<file path="config.mk">
export PLATFORM = sky130hd
export DESIGN_NAME = fft_frame_collector
export DESIGN_NICKNAME = d
export VERILOG_FILES = /design/src/rtl/fft_frame_collector.sv
export SDC_FILE = /design/constraint.sdc
export NUM_CORES = 1
export LEC_CHECK = 0
export BUFFER_PORTS_ARGS = -buffer_cell sky130_fd_sc_hd__buf_2
export CORE_UTILIZATION = 50
export CTS_CLUSTER_DIAMETER = 200
export DETAILED_ROUTE_END_ITERATION = 8
export HOLD_SLACK_MARGIN = 0.06
export PLACE_DENSITY = 0.75
export SLEW_MARGIN = 25
export SYNTH_ARGS = -nofsm -noshare
export SYNTH_HDL_FRONTEND = slang
export SYNTH_SLANG_ARGS = --single-unit
export TNS_END_PERCENT = 100
</file>
<file path="constraint.sdc">
create_clock -name clk -period 4.2 [get_ports clk]
set_clock_uncertainty 0.2 [all_clocks]
set_input_delay 0.21 -clock clk [delete_from_list [all_inputs] [get_ports clk]]
set_output_delay 0.21 -clock clk [all_outputs]
set_load 0.01 [all_outputs]
</file>
<file path="src/rtl/fft_frame_collector.sv">
// Serial-to-frame collector, ping-pong double buffered, with bit-reversed index table.
// Optional OVERRUN_DROP_EN: drop samples when both buffers are full instead of stalling.
module fft_frame_collector #(
  parameter int SAMPLES = 4,
  parameter int WIDTH   = 2
) (
  input  logic                         clk,
  input  logic                         rst_n,
  input  logic [WIDTH-1:0]             in_sample,
  input  logic                         in_valid,
  output logic                         in_ready,
  input  logic                         flush,
  output logic [WIDTH-1:0]             frame_data [SAMPLES],
  output logic                         frame_valid,
  input  logic                         frame_ready,
  output logic [$clog2(SAMPLES)-1:0]   bitrev_index [SAMPLES],
  output logic [$clog2(SAMPLES):0]     fill_level,
  output logic                         overrun
);

  localparam int AW = $clog2(SAMPLES);
  localparam logic [AW-1:0] LAST = AW'(SAMPLES - 1);
  localparam logic [AW-1:0] ONE  = AW'(1);

  logic [WIDTH-1:0] r_buf [2][SAMPLES];
  logic [1:0]       r_full;
  logic             r_wr_sel;
  logic             r_rd_sel;
  logic [AW-1:0]    r_wr_idx;

  logic w_accept;
  logic w_last;
  logic w_take;

`ifdef OVERRUN_DROP_EN
  logic r_overrun;
  logic w_drop;

  assign in_ready = !flush;
  assign w_accept = in_valid && !flush && !r_full[r_wr_sel];
  assign w_drop   = in_valid && !flush && r_full[r_wr_sel];
  assign overrun  = r_overrun;

  // Sticky overrun flag, cleared only by reset
  always_ff @(posedge clk or negedge rst_n) begin
    if (!rst_n) begin
      r_overrun <= 1'b0;
    end else if (w_drop) begin
      r_overrun <= 1'b1;
    end
  end
`else
  assign in_ready = !r_full[r_wr_sel] && !flush;
  assign w_accept = in_valid && in_ready;
  assign overrun  = 1'b0;
`endif

  assign w_last      = w_accept && (r_wr_idx == LAST);
  assign frame_valid = r_full[r_rd_sel];
  assign w_take      = frame_valid && frame_ready;
  assign fill_level  = {1'b0, r_wr_idx};

  // Write pointer, buffer select and full flags
  always_ff @(posedge clk or negedge rst_n) begin
    if (!rst_n) begin
      r_full   <= 2'b00;
      r_wr_sel <= 1'b0;
      r_rd_sel <= 1'b0;
      r_wr_idx <= '0;
    end else begin
      if (w_take) begin
        r_full[r_rd_sel] <= 1'b0;
        r_rd_sel         <= ~r_rd_sel;
      end
      if (flush) begin
        r_wr_idx <= '0;
      end else if (w_last) begin
        r_full[r_wr_sel] <= 1'b1;
        r_wr_sel         <= ~r_wr_sel;
        r_wr_idx         <= '0;
      end else if (w_accept) begin
        r_wr_idx <= r_wr_idx + ONE;
      end
    end
  end

  // Sample storage; cleared on reset so frame_data reads zero
  always_ff @(posedge clk or negedge rst_n) begin
    if (!rst_n) begin
      for (int b = 0; b < 2; b++) begin
        for (int k = 0; k < SAMPLES; k++) begin
          r_buf[b][k] <= '0;
        end
      end
    end else if (w_accept) begin
      r_buf[r_wr_sel][r_wr_idx] <= in_sample;
    end
  end

  // Present the read-side buffer as a parallel frame
  always_comb begin
    for (int k = 0; k < SAMPLES; k++) begin
      frame_data[k] = r_buf[r_rd_sel][k];
    end
  end

  // Constant bit-reversed index table
  for (genvar i = 0; i < SAMPLES; i++) begin : g_rev
    for (genvar b = 0; b < AW; b++) begin : g_bit
      assign bitrev_index[i][b] = 1'((i >> (AW - 1 - b)) & 1);
    end
  end

endmodule

</file>
* Word-level counts from Yosys, hierarchy flattened *
Cells that the tools add are included.

word-level totals
  bits in registers = 22
  bits of input ports = 7
  output and inout bits = 22
  word-level logic and storage cells = 66

operators by class
  $add $sub $neg = 1
  magnitude comparators = 9
  eq/ne operators = 1
  multiplexer cells = 22
  bitwise gates (word level) = 9
  reductions and logical operators = 12

operators by type and width
  cell                                                                   number
  8-bit two-way mux                                                      4
  16-bit bitwise mux                                                     1
  2-bit two-way mux                                                      7
  8-bit demux with 1-bit select                                          1
  1-bit logical AND                                                      8
  1-bit two-way mux                                                      6
  2-bit demux with 2-bit select                                          1
  2-bit greater-or-equal comparator (second input constant)              2
  1-bit by 2-bit < comparator with 1-bit output (second input constant)  2
  1-bit inverter with 2-bit output                                       2
  3-bit greater-or-equal comparator (second input constant)              1
  3-bit by 1-bit < comparator with 1-bit output (second input constant)  1
  1-bit inverter                                                         3
  2-bit inverter with 3-bit output                                       1
  3-bit nonzero test                                                     1
  2-bit by 1-bit adder with 2-bit output (second input constant)         1
  2-bit AND                                                              1
  1-bit demux with 1-bit select                                          2
  2-bit == test (second input constant)                                  1
  1-bit greater-or-equal comparator (second input constant)              2
  1-bit zero test                                                        2
  2-bit by 1-bit < comparator with 1-bit output (second input constant)  1
  2-bit inverter                                                         1
  2-bit OR                                                               1
  2-bit AND reduction                                                    1

* Longest topological paths before layout *
  depth after elaboration = 10
  gate-level depth with buffers = 4
  gate-level depth less buffers = 4

* Worst setup path before layout *
OpenSTA, ideal clock, no wires.

  path type = register -> register
  start point = register r_wr_idx[0]
  end point = register r_buf[8] (netlist name)
  setup time = 125 ps
  arrival time = 1401 ps
  required time = 3875 ps
  path slack = 2474 ps
  cell stages (with the launch flop) = 5
  path buffers = 0
  period minus slack after synthesis = 1726 ps
  path through = dfrtp_1 > ha_1 > nand3b_4 > or3_4 > mux2_4

on the way
  longest elaborated chain between the ends = 8
  elaborated cells between the ends (all ways) = 9
  classes of those cells = 2 x order compare; 5 x mux; 1 x bitwise; 1 x reduce/logical

ends and longest elaborated chain
  what                                                                                                                             line  text
  start, declared                                                                                                                  29    logic [AW-1:0] r_wr_idx;
  start signal, assigned                                                                                                           82    r_wr_idx <= r_wr_idx + ONE;
  2-bit inverter with 3-bit output (implied by the code) (*)                                                                       96    r_buf[r_wr_sel][r_wr_idx] <= in_sample;
  3-bit greater-or-equal comparator (implied by the code) / 3-bit by 1-bit < comparator with 1-bit output (equally long branches)  96
  1-bit logical AND (implied by the code)                                                                                          96
  2-bit two-way mux (implied by the code)                                                                                          96
  2-bit demux with 2-bit select (*)                                                                                                96
  8-bit two-way mux (implied by the code) (*)                                                                                      96
  8-bit demux with 1-bit select (*)                                                                                                96
  16-bit bitwise mux (*)                                                                                                           96
  end signal, assigned by index                                                                                                    96
  end, declared                                                                                                                    25    logic [WIDTH-1:0] r_buf [2][SAMPLES];

Every way passes the cells marked *; elsewhere a longest branch is shown, timed or not.
A chain may end at the register's enable or synchronous reset.

==> run_results.csv <==
group,metric,value,unit
outcome,status,"completed",
timing,worst_slack,2.30,ns
setup_path,cp.arrival,1.49,ns
routing,wl,1.97,mm
global_routing,antenna_found_initial,0,
logic_synthesis,synth_area_leaders,"dfrtp_1 46%, mux2_2 22%, buf_4 6.3%",
clock_network,cts_setup_buffers,0,
min_path,holdPathStages,3,
setup_path,worst-path-max-fanout,13,
clock_network,cts_tree,"done",
logic_synthesis,synthMuxAreaShare,0.252,
logic_synthesis,yosysWarnings,0,
clock_network,clkTransAtPathRegs,0.12,ns
timing,max_freq,0.525,GHz
min_path,hp-start,"flush",
final_layout,post-route-util,0.594,
routing,drc,0,
setup_path,critPathMaxStageDelay,0.66,ns
floorplanning,placementRows,17,
logic_synthesis,syn_avg_cell_area,12.6,µm²
logic_synthesis,synth-adder-area-share,0.0422,
clock_network,cts.sinks,22,
pwr,swShare,0.299,
logic_synthesis,async_reset_ff_frac,1.00,
placed_design,post-dp-hpwl,1.47,mm
timing,min_period_over_period,0.454,
global_routing,grt_pass1_wl,3.32,mm
routing,ant_nets,0,
logic_synthesis,synth_top_family_by_area,"multiplexers",
clock_network,clockBufferDepth,2,
logic_synthesis,seq_area_frac_synth,0.465,
setup_path,startpoint_type,"flip-flop",
floorplanning,die_area,2570,µm²
logic_synthesis,syn_area,1180,µm²
floorplanning,core_area,2230,µm²
setup_path,reg2reg_to,"r_buf[1]",
min_path,whs_endpoint,"r_wr_idx[0]",
final_layout,area_delta_synth_final,11.9,%
clock_network,ctsResizeCount,0,
clock_network,cts_root_buffer,"clkbuf_4",
final_layout,drive_gt1_frac,0.474,
logic_synthesis,synth-main-ff-cell,"dfrtp_1",
global_routing,grt_pass1_vias,704,
logic_synthesis,yosys.area.top_type,"dfrtp_1",
timing,slew_violations,0,
setup_path,end_kind,"output pin",
timing,finalWorstPathRequiredPeriod,1.90,ns
routing,wire_per_inst,13.7,µm
timing,tns,0,ns
floorplanning,fp.dieH,50.7,µm
placed_design,post-place-ws,2.45,ns
routing,via_count,731,
pwr,comb_power_share,0.304,
setup_path,r2r_start,"r_wr_idx[0]",
logic_synthesis,synth_compound_area_frac,0.0528,
floorplanning,io_pins,29,
logic_synthesis,synth.top_cell.area_share,0.465,
final_layout,n_antenna_cell,0,
logic_synthesis,synthXorXnorAreaFrac,0,
clock_network,cts_made_buffers,3,
final_layout,layout_common_cells,"23 x mux2_2, 22 x dfrtp_1, 18 x buf_2, 10 x nand2_1, 10 x conb_1",
global_routing,grt_start_max_net_pins,23,
setup_path,path_class,"flip-flop to output pin",
pwr,intPower,425,µW
pwr,pwr-share-seq,0.508,
min_path,holdCritPathClass,"input port to flip-flop",
floorplanning,start_util,0.531,
setup_path,r2r_cells,4,
final_layout,fillers,197,
clock_network,h-tree-depth,1,
pwr,ir_worst_vdd,324,µV
final_layout,final_common_cell,"mux2_2",
routing,viasPerCell,5.08,
timing,finalSetupViolCount,0,
placed_design,gp_congestion,0.781,
setup_path,critical_path_required,3.79,ns
pwr,total_power,606,µW
pwr,cellLeakagePower,0.691,nW
floorplanning,die_w,50.7,µm
logic_synthesis,synth-seq-cells,22,
logic_synthesis,synth_simple_gate_area_share,0.105,
pwr,clockPowerShare,0.189,
timing,hold_viol,0,
clock_network,hold_buffers,3,
setup_path,crit_chain,"mux2_2 > buf_2",
logic_synthesis,synth_edf_count,0,
final_layout,layout.nets,128,
setup_path,cp_num_cells,2,
global_routing,gr-total-overflow,0,
clock_network,clock_latency,0.30,ns
timing,grt_setup_unrepaired,"false",
setup_path,cp_slowest_cell,"dfrtp_1",
flow_run,timing.max_cap.violations,0,
logic_synthesis,ys_types,25,
setup_path,worst-path-buf-inv,1,
setup_path,r2r_slack,2.44,ns
pwr,powerDensity,457,nW/µm²
pwr,p_sw,181,µW
placed_design,io_buffers,18,
routing,drtIter0Drc,7,
routing,drt-pass1-iter-count,4,
setup_path,cpLargestDelayFamily,"flip-flops",
logic_synthesis,syn_inst,94,
global_routing,grt_usage,0.178,
power groups by stage:
stage	sequential, mW	combinational [mW]	clock [mW]
2_1_floorplan	0.291	0.147	0
3_3_place_gp	0.310	0.180	0
3_5_place_dp	0.313	0.183	0
4_1_cts	0.308	0.187	0.119
5_1_grt	0.316	0.204	0.124
6_report	0.308	0.184	0.114
layout make-up:
cell class | instances | area (µm²) | share of cell area
Clock buffer | 4 | 36.3 | 0.0274
Inverter | 3 | 11.3 | 0.00849
Multi-Input combinational cell | 66 | 573 | 0.432
Sequential cell | 22 | 551 | 0.415
Tap cell | 28 | 35.0 | 0.0264
Timing Repair Buffer | 21 | 120 | 0.0906
worst max-delay path by stage:
stage	from	slack, ns	end
floorplan	r_wr_idx[0]	2.47	r_buf[8]
global placement	r_wr_idx[0]	2.51	r_buf[9]
detailed placement	r_wr_idx[0]	2.45	r_buf[1]
CTS	r_rd_sel	2.28	frame_data[0]
global route	r_wr_sel	2.22	in_ready
finish	r_rd_sel	2.30	frame_data[4]
state kept, by name, indices dropped and copies added (netlist names):
signal	count
r_rd_sel	1
r_wr_idx	2
r_full	2
r_wr_sel	1
r_buf	16
worst register-to-register path, cell delays in order (launching register included):
cell,delay (ns)
dfrtp_1,0.43
ha_1,0.24
nand3b_4,0.10
nor3b_2,0.30
mux2_2,0.38
per-layer routing:
metal / part of all wire / vias to the layer above / track usage
li1: - / 351 / -
met1: 0.49 / 363 / 0.255
met2: 0.47 / 15 / 0.271
met3: 0.031 / 2 / 0.0182
met4: 0.0081 / 0 / 0.0833
met5: 0 / - / 0
kinds of logic after synthesis:
| group | after synthesis |
|---|---|
| AND/OR/NAND/NOR | 17 |
| other | 2 |
| flip-flops | 22 |
| adder cells (fa/ha/maj) | 4 |
| buffers and inverters | 14 |
| multiplexers | 26 |
| AO/OA/AOI/OAI | 9 |
Yosys cell counts, types with 2 or more instances:
library cell and instances:
dfrtp_1 22, inv_1 3, buf_4 10, mux2_4 2
conb_1 2, o21ai_0 2, nand2_1 10, mux2_2 23
ha_1 4
per-stage QoR:
step / instances / hold slack [ns] / area, µm²
finish: 144 / 0.0688 / 1330
global route: 144 / 0.0718 / 1330
CTS: 144 / 0.0626 / 1330
detailed placement: 137 / 0.00251 / 1260
global placement: 137 / -0.00357 / 1260
floorplan: 102 / -0.286 / 1210
Power figures use the tool's default switching activity.
